==> src/rtl/hazard_stall_ctrl.sv <==
// hazard_stall_ctrl
//   Pipeline hazard / stall controller for a 5-stage MIPS-style core.
//   Detects load-use hazards, branch operand hazards (branch resolves in ID)
//   and multiply/divide result hazards, and drives the PC / IF-ID write
//   enables and the bubble/flush controls.
//
// Parameters
//   MDU_LAT        multiply/divide latency in cycles (legal 2..63)
//
// Ports
//   clk, rst       clock; synchronous active-high reset
//   IFID_*         source regs and class of the instruction in ID
//   IDEX_*         EX destination / write / load flags
//   EXMEM_*        MEM destination / load flag
//   Branch_Taken   branch decision from ID
//   MDU_Start      mult/div entering EX this cycle
//   PC_Wr, IFID_Wr write enables (0 = stall)
//   IFID_Flush     squash the fetched instruction (taken branch)
//   IDEX_Flush     insert a bubble into EX (stall)
//   MDU_Busy       MDU result pending
//   Stall_Cnt      saturating stall-cycle counter, only when the macro
//                  HAZARD_PERF_CNT_EN is defined
module hazard_stall_ctrl #(
  parameter int MDU_LAT = 32
) (
  input  logic       clk,
  input  logic       rst,
  input  logic [4:0] IFID_Rs,
  input  logic [4:0] IFID_Rt,
  input  logic       IFID_UseRt,
  input  logic       IFID_Branch,
  input  logic       IFID_MduUse,
  input  logic [4:0] IDEX_Rd,
  input  logic       IDEX_RegWr,
  input  logic       IDEX_MemRd,
  input  logic [4:0] EXMEM_Rd,
  input  logic       EXMEM_MemRd,
  input  logic       Branch_Taken,
  input  logic       MDU_Start,
  output logic       PC_Wr,
  output logic       IFID_Wr,
  output logic       IFID_Flush,
  output logic       IDEX_Flush,
  output logic       MDU_Busy
`ifdef HAZARD_PERF_CNT_EN
  ,
  output logic [15:0] Stall_Cnt
`endif
);

  typedef enum logic {RUN, MDU_WAIT} state_t;

  localparam logic [5:0] LAT_M1 = 6'(MDU_LAT - 1);

  state_t     state, state_nxt;
  logic [5:0] mdu_cnt, mdu_cnt_nxt;

  // Register zero is never a real dependency; Rt only counts when read.
  function automatic logic hit(input logic [4:0] dst, input logic [4:0] rs,
                               input logic [4:0] rt, input logic use_rt);
    return (dst != 5'd0) && ((dst == rs) || (use_rt && (dst == rt)));
  endfunction

  logic load_use, br_stall, mdu_stall, stall;

  always_comb begin
    load_use  = IDEX_MemRd && hit(IDEX_Rd, IFID_Rs, IFID_Rt, IFID_UseRt);
    br_stall  = IFID_Branch &&
                ((IDEX_RegWr  && hit(IDEX_Rd,  IFID_Rs, IFID_Rt, IFID_UseRt)) ||
                 (EXMEM_MemRd && hit(EXMEM_Rd, IFID_Rs, IFID_Rt, IFID_UseRt)));
    // Only state feeds this term, so MDU_Start never reaches an output.
    mdu_stall = (state == MDU_WAIT) && IFID_MduUse;
    stall     = load_use || br_stall || mdu_stall;
  end

  // Outputs: reset forces a full freeze+flush; stall beats a taken branch.
  always_comb begin
    PC_Wr      = !stall;
    IFID_Wr    = !stall;
    IFID_Flush = !stall && Branch_Taken;
    IDEX_Flush = stall;
    MDU_Busy   = (state == MDU_WAIT);
    if (rst) begin
      PC_Wr      = 1'b0;
      IFID_Wr    = 1'b0;
      IFID_Flush = 1'b1;
      IDEX_Flush = 1'b1;
      MDU_Busy   = 1'b0;
    end
  end

  // MDU wait FSM: busy for MDU_LAT-1 cycles after the start edge.
  always_comb begin
    state_nxt   = state;
    mdu_cnt_nxt = mdu_cnt;
    case (state)
      RUN: begin
        if (MDU_Start) begin
          state_nxt   = MDU_WAIT;
          mdu_cnt_nxt = LAT_M1;
        end
      end
      MDU_WAIT: begin
        if (MDU_Start) begin
          mdu_cnt_nxt = LAT_M1;        // restart wins over the countdown
        end else begin
          mdu_cnt_nxt = mdu_cnt - 6'd1;
          if (mdu_cnt == 6'd1) state_nxt = RUN;
        end
      end
      default: begin
        state_nxt   = RUN;
        mdu_cnt_nxt = 6'd0;
      end
    endcase
  end

  always_ff @(posedge clk) begin
    if (rst) begin
      state   <= RUN;
      mdu_cnt <= 6'd0;
    end else begin
      state   <= state_nxt;
      mdu_cnt <= mdu_cnt_nxt;
    end
  end

`ifdef HAZARD_PERF_CNT_EN
  always_ff @(posedge clk) begin
    if (rst)
      Stall_Cnt <= 16'd0;
    else if (stall && (Stall_Cnt != 16'hFFFF))
      Stall_Cnt <= Stall_Cnt + 16'd1;
  end
`endif

endmodule
==> config.mk <==
export PLATFORM = sky130hd
export DESIGN_NAME = hazard_stall_ctrl
export DESIGN_NICKNAME = d
export VERILOG_FILES = /design/src/rtl/hazard_stall_ctrl.sv
export SDC_FILE = /design/constraint.sdc
export NUM_CORES = 1
export LEC_CHECK = 0
export CAP_MARGIN = 20
export CORE_ASPECT_RATIO = 0.75
export CORE_UTILIZATION = 36
export CTS_BUF_LIST = sky130_fd_sc_hd__clkbuf_8
export CTS_CLUSTER_SIZE = 10
export DETAILED_ROUTE_END_ITERATION = 8
export PLACE_DENSITY_LB_ADDON = 0.2
export SLEW_MARGIN = 40
export SYNTH_ARGS = -nofsm -noshare
export SYNTH_HDL_FRONTEND = slang
export SYNTH_SLANG_ARGS = --single-unit
==> constraint.sdc <==
create_clock -name clk -period 1.5 [get_ports clk]
set_input_delay 0.225 -clock clk [delete_from_list [all_inputs] [get_ports clk]]
set_output_delay 0.225 -clock clk [all_outputs]
set_load 0.05 [all_outputs]
# After elaboration in Yosys (flattened, before gate mapping)
# Index checks and enable logic that the tools add are counted.
[classes] eq_ne=6 n_shift=0 mul=0 n_lt_le_gt_ge=0 addsub=1 n_reduce_logical=18 div_mod_pow=0 n_bitwise=1 n_mux=11
[op_table] cell="$eq A5 B5 Y1" count=4
[op_table] cell="$mux W6" count=2
[op_table] cell="$pmux W6 S2" count=1
[op_table] cell="$logic_and A1 B1 Y1" count=10
[op_table] cell="$reduce_bool A5 Y1" count=2
[op_table] cell="$mux W1" count=7
[op_table] cell="$eq A6 B1 Y1 const B" count=1
[op_table] cell="$sub A6 B1 Y6 const B" count=1
[op_table] cell="$logic_or A1 B1 Y1" count=5
[op_table] cell="$ne A2 B2 Y1 const B" count=1
[op_table] cell="$pmux W1 S2" count=1
[op_table] cell="$logic_not A1 Y1" count=1
[op_table] cell="$not A1 Y1" count=1
[totals] in_bits=30 n_memories=0 word_cells=39 ff_bits=7 out_inout_bits=5 mem_bits_rw=0 latchBits=0 romBits=0

# Logic depth before layout (Yosys ltp)
[logic_depth] depth_word=12 ltp_mapped=7 depth_no_buf=7

# Least setup slack after synthesis
# Ideal clock, no wire load.
[synth_timing] path_type="input to output" start="input EXMEM_Rd[1]" end="output PC_Wr" path_slack_ps=-566 n_path_buf=1 stages=5 arrival_time_ps=1841 required_time_ps=1275 cell_sequence="or4_4 > o211ai_2 > a2bb2oi_2 > and3b_1 > buf_4"
[synth_between] elab_chain_cells=11 elab_cells_between_ends=13 cone_classes="eq/ne (2); mux (1); reduce/logical (10)"
[synth_rtl] element="from (decl)" line_no="36" rtl="input logic [4:0] EXMEM_Rd,"
[synth_rtl] element="$eq A5 B5 Y1" line_no="61" rtl="return (dst != 5'd0) && ((dst == rs) || (use_rt && (dst == rt)));"
[synth_rtl] element="$logic_and A1 B1 Y1" line_no="61"
[synth_rtl] element="$logic_or A1 B1 Y1" line_no="61"
[synth_rtl] element="$logic_and A1 B1 Y1 *" line_no="61"
[synth_rtl] element="$logic_and A1 B1 Y1 *" line_no="70" rtl="(EXMEM_MemRd && hit(EXMEM_Rd, IFID_Rs, IFID_Rt, IFID_UseRt)));"
[synth_rtl] element="$logic_or A1 B1 Y1 *" line_no="69" rtl="((IDEX_RegWr && hit(IDEX_Rd, IFID_Rs, IFID_Rt, IFID_UseRt)) ||"
[synth_rtl] element="$logic_and A1 B1 Y1 *" line_no="68" rtl="br_stall = IFID_Branch &&"
[synth_rtl] element="$logic_or A1 B1 Y1 * (2 in series)" line_no="73" rtl="stall = load_use || br_stall || mdu_stall;"
[synth_rtl] element="$logic_not A1 Y1 *"
[synth_rtl] element="$mux W1 *"
[synth_rtl] element="to (decl)" line_no="40" rtl="output logic PC_Wr,"
# Every way passes the cells marked *; elsewhere a longest branch is shown, timed or not.

# Final worst setup path
[layout_timing] start="input IFID_Rs[0]" end="output IFID_Wr"
[layout_between] elab_chain_cells=10 elab_cells_between_ends=15 cone_classes="eq/ne (2); mux (1); reduce/logical (12)"
[layout_rtl] element="from (decl)" line_no="28" rtl="input logic [4:0] IFID_Rs,"
[layout_rtl] element="$eq A5 B5 Y1" line_no="61"
[layout_rtl] element="$logic_or A1 B1 Y1" line_no="61"
[layout_rtl] element="$logic_and A1 B1 Y1" line_no="61"
[layout_rtl] element="$logic_and A1 B1 Y1 (on tied branches)" line_no="69, 70"
[layout_rtl] element="$logic_or A1 B1 Y1" line_no="69"
[layout_rtl] element="$logic_and A1 B1 Y1" line_no="68"
[layout_rtl] element="$logic_or A1 B1 Y1 * (2 in series)" line_no="73"
[layout_rtl] element="$logic_not A1 Y1 *" line_no="79" rtl="IFID_Wr = !stall;"
[layout_rtl] element="$mux W1 *" line_no="83" rtl="if (rst) begin"
[layout_rtl] element="to (decl)" line_no="41" rtl="output logic IFID_Wr,"
# Marks and branches as above.

==> flow_summary.json <==
{
  "worst_pin_slew_ns": 0.599,
  "rsz0062_at_grt": "true",
  "dieArea_um2": 1960,
  "dp_hpwl_um": 1730,
  "routed_wl_um": 2430,
  "hold_buffers": 0,
  "required_ns": 1.27,
  "ys_seq_area_frac": 0.218,
  "slowest_stage": "a32oi_1",
  "ys_seq_elements": 7,
  "drtIter0Drc": 28,
  "grt_pass1_wl_um": 3550,
  "wire_per_inst_um": 16.1,
  "overflow": 0,
  "final.period_utilization": 1.30,
  "clock-sinks": 7,
  "ys_warn_count": 0,
  "drc": 0,
  "coreArea_um2": 1580,
  "slowest_delay_ns": 0.28,
  "dr.pass1.iters": 4,
  "drive_above_1_share": 0.346,
  "start_util": 0.407,
  "crit_path_start_kind": "input pin",
  "grt.total_usage": 0.263,
  "antenna_cells": 0,
  "status": "finished, violations left",
  "yosysUniqueCellTypes": 25,
  "syn_area_um2": 642,
  "clockBufferDepth": 2,
  "post-place-ws_ns": -0.717,
  "clk-insertion-delay-late_ns": 0.23,
  "power_density_nw_per_um2": 687,
  "drtAntennaViolNets": 0,
  "synth_edf_count": 0,
  "gp_congestion": 0.893,
  "final_cell_mix": "xor2_1 (16), nor2_1 (16), buf_4 (16)",
  "setup_viol": 4,
  "syn_area_per_cell_um2": 7.92,
  "finalNetCount": 163,
  "crit_path_max_fanout": 3,
  "hold_violations": 0,
  "hp-class": "flip-flop to flip-flop",
  "crit_type": "input pin to primary output",
  "fin_skew_ns": 0.00152,
  "clkTransAtPathRegs_ns": 0.04,
  "peakVddDrop_v": 0.000728,
  "rows": 12,
  "cts-root-buf": "clkbuf_8",
  "grt_pass1_vias": 774,
  "fin_util": 0.766,
  "cts_tree": "done",
  "vias_per_cell": 5.12,
  "die_width_um": 50.8,
  "syn_to_final_growth_pct": 88.1,
  "setup_ws_ns": -0.444,
  "path_cells": "dlygate4sd2_1 > xor2_1 > nor3_1 > a32oi_1 > a2bb2oi_2 > and3b_2 > buf_12",
  "antenna_found_initial": 0,
  "ioPinCount": 35,
  "grt_max_degree": 8,
  "cp.arrival_ns": 1.72,
  "ys_async_sr_fraction": 0,
  "htree_levels": 1,
  "num_vias": 773,
  "portBuffers": 34,
  "slew_violations": 0,
  "synth-main-ff-cell": "dfxtp_1",
  "p_leak_uw": 0.000535,
  "min_period_ns": 1.94,
  "synthCells": 81,
  "violations": "setup timing",
  "cp-end-kind": "primary output",
  "drv_cap": 0,
  "fmax_mhz": 515,
  "cts_buffers": 3,
  "die_h_um": 38.6,
  "relSlewSlack": 0.595,
  "syn_nets": 113
}
[registers in the layout (all words and copies together) (netlist names)]
| name | flops |
|---|---|
| mdu_cnt | 6 |
| state | 1 |
[stage by stage]
step | instance area [um^2] | std cells | setup TNS [ns] | hold WS (ns) | total power, uW
6_report | 1210 | 151 | -1.70 | 0.588 | 829
5_1_grt | 1210 | 151 | -2.17 | 0.610 | 870
4_1_cts | 1160 | 151 | -1.31 | 0.586 | 808
3_5_place_dp | 1130 | 146 | -2.73 | 0.580 | 550
3_3_place_gp | 1130 | 146 | -2.61 | 0.549 | 542
2_1_floorplan | 651 | 81 | -0.814 | 0.304 | 369
[critical path, delay by kind of cell]
kind	cells	cell delay, ns
buffers and inverters	2	0.42
AOI/OAI and AO/OA	2	0.50
and+or+nand+nor	2	0.36
xor gates and xnor gates	1	0.21
[routing by layer]
| layer | up-vias | track usage | part of all wire |
|---|---|---|---|
| li1 | 370 | - | - |
| met5 | - | 0 | 0 |
| met4 | 0 | 0.0625 | 0.024 |
| met1 | 360 | 0.325 | 0.42 |
| met3 | 6 | 0.110 | 0.077 |
| met2 | 37 | 0.427 | 0.48 |
[area by class of cell]
class                           instances  area [um^2]
Timing Repair Buffer                   48          465
Clock buffer                            3         41.3
Multi-Input combinational cell         69          523
Clock inverter                          1         3.75
Tap cell                               21         26.3
Fill cell                             117          369
Sequential cell                         7          140
Inverter                                2         7.51
[kinds of logic after synthesis]
kind of cell / Yosys count / share of synthesized area
DFF: 7 / 0.218
xor gates and xnor gates: 25 / 0.341
AOI/OAI and AO/OA: 9 / 0.109
adders and majority gates: 2 / 0.0390
buffers and inverters: 5 / 0.0370
and+or+nand+nor: 33 / 0.255
[timing repair]
item / in CTS / in global routing
buffers inserted: 1 / 0
setup endpoints to repair: 4 / 4
resized for setup: 57 / 17
pin swaps: 13 / 7
[final timing paths]
path / slack [ns] / to / startpoint / cells past startpoint
min reg2reg: 0.59 / mdu_cnt[5]$_SDFFE_PP0P_ / mdu_cnt[5]$_SDFFE_PP0P_ / 2
max reg2reg: 0.06 / mdu_cnt[5]$_SDFFE_PP0P_ / mdu_cnt[2]$_SDFFE_PP0P_ / 4
max: -0.44 / IFID_Wr / IFID_Rs[0] / 7
min: 0.59 / mdu_cnt[5]$_SDFFE_PP0P_ / mdu_cnt[5]$_SDFFE_PP0P_ / 2
[where the power goes]
part / total [uW] / switching, uW / internal (uW)
clock network: 262 / 85.0 / 177
logic: 349 / 168 / 180
registers: 218 / 16.1 / 202
[synthesized netlist by cell type (2+ instances only)]
| master | instances | area (um^2) |
|---|---|---|
| a21oi_1 | 4 | 20.0 |
| dfxtp_1 | 7 | 140 |
| ha_1 | 2 | 25.0 |
| inv_1 | 2 | 7.51 |
| nand2_1 | 2 | 7.51 |
| nand3_1 | 2 | 10.0 |
| nor2_1 | 16 | 60.1 |
| nor3_1 | 5 | 25.0 |
| nor4_1 | 2 | 12.5 |
| xnor2_1 | 6 | 52.6 |
| xor2_1 | 19 | 166 |
(Power assumes the default switching activity.)
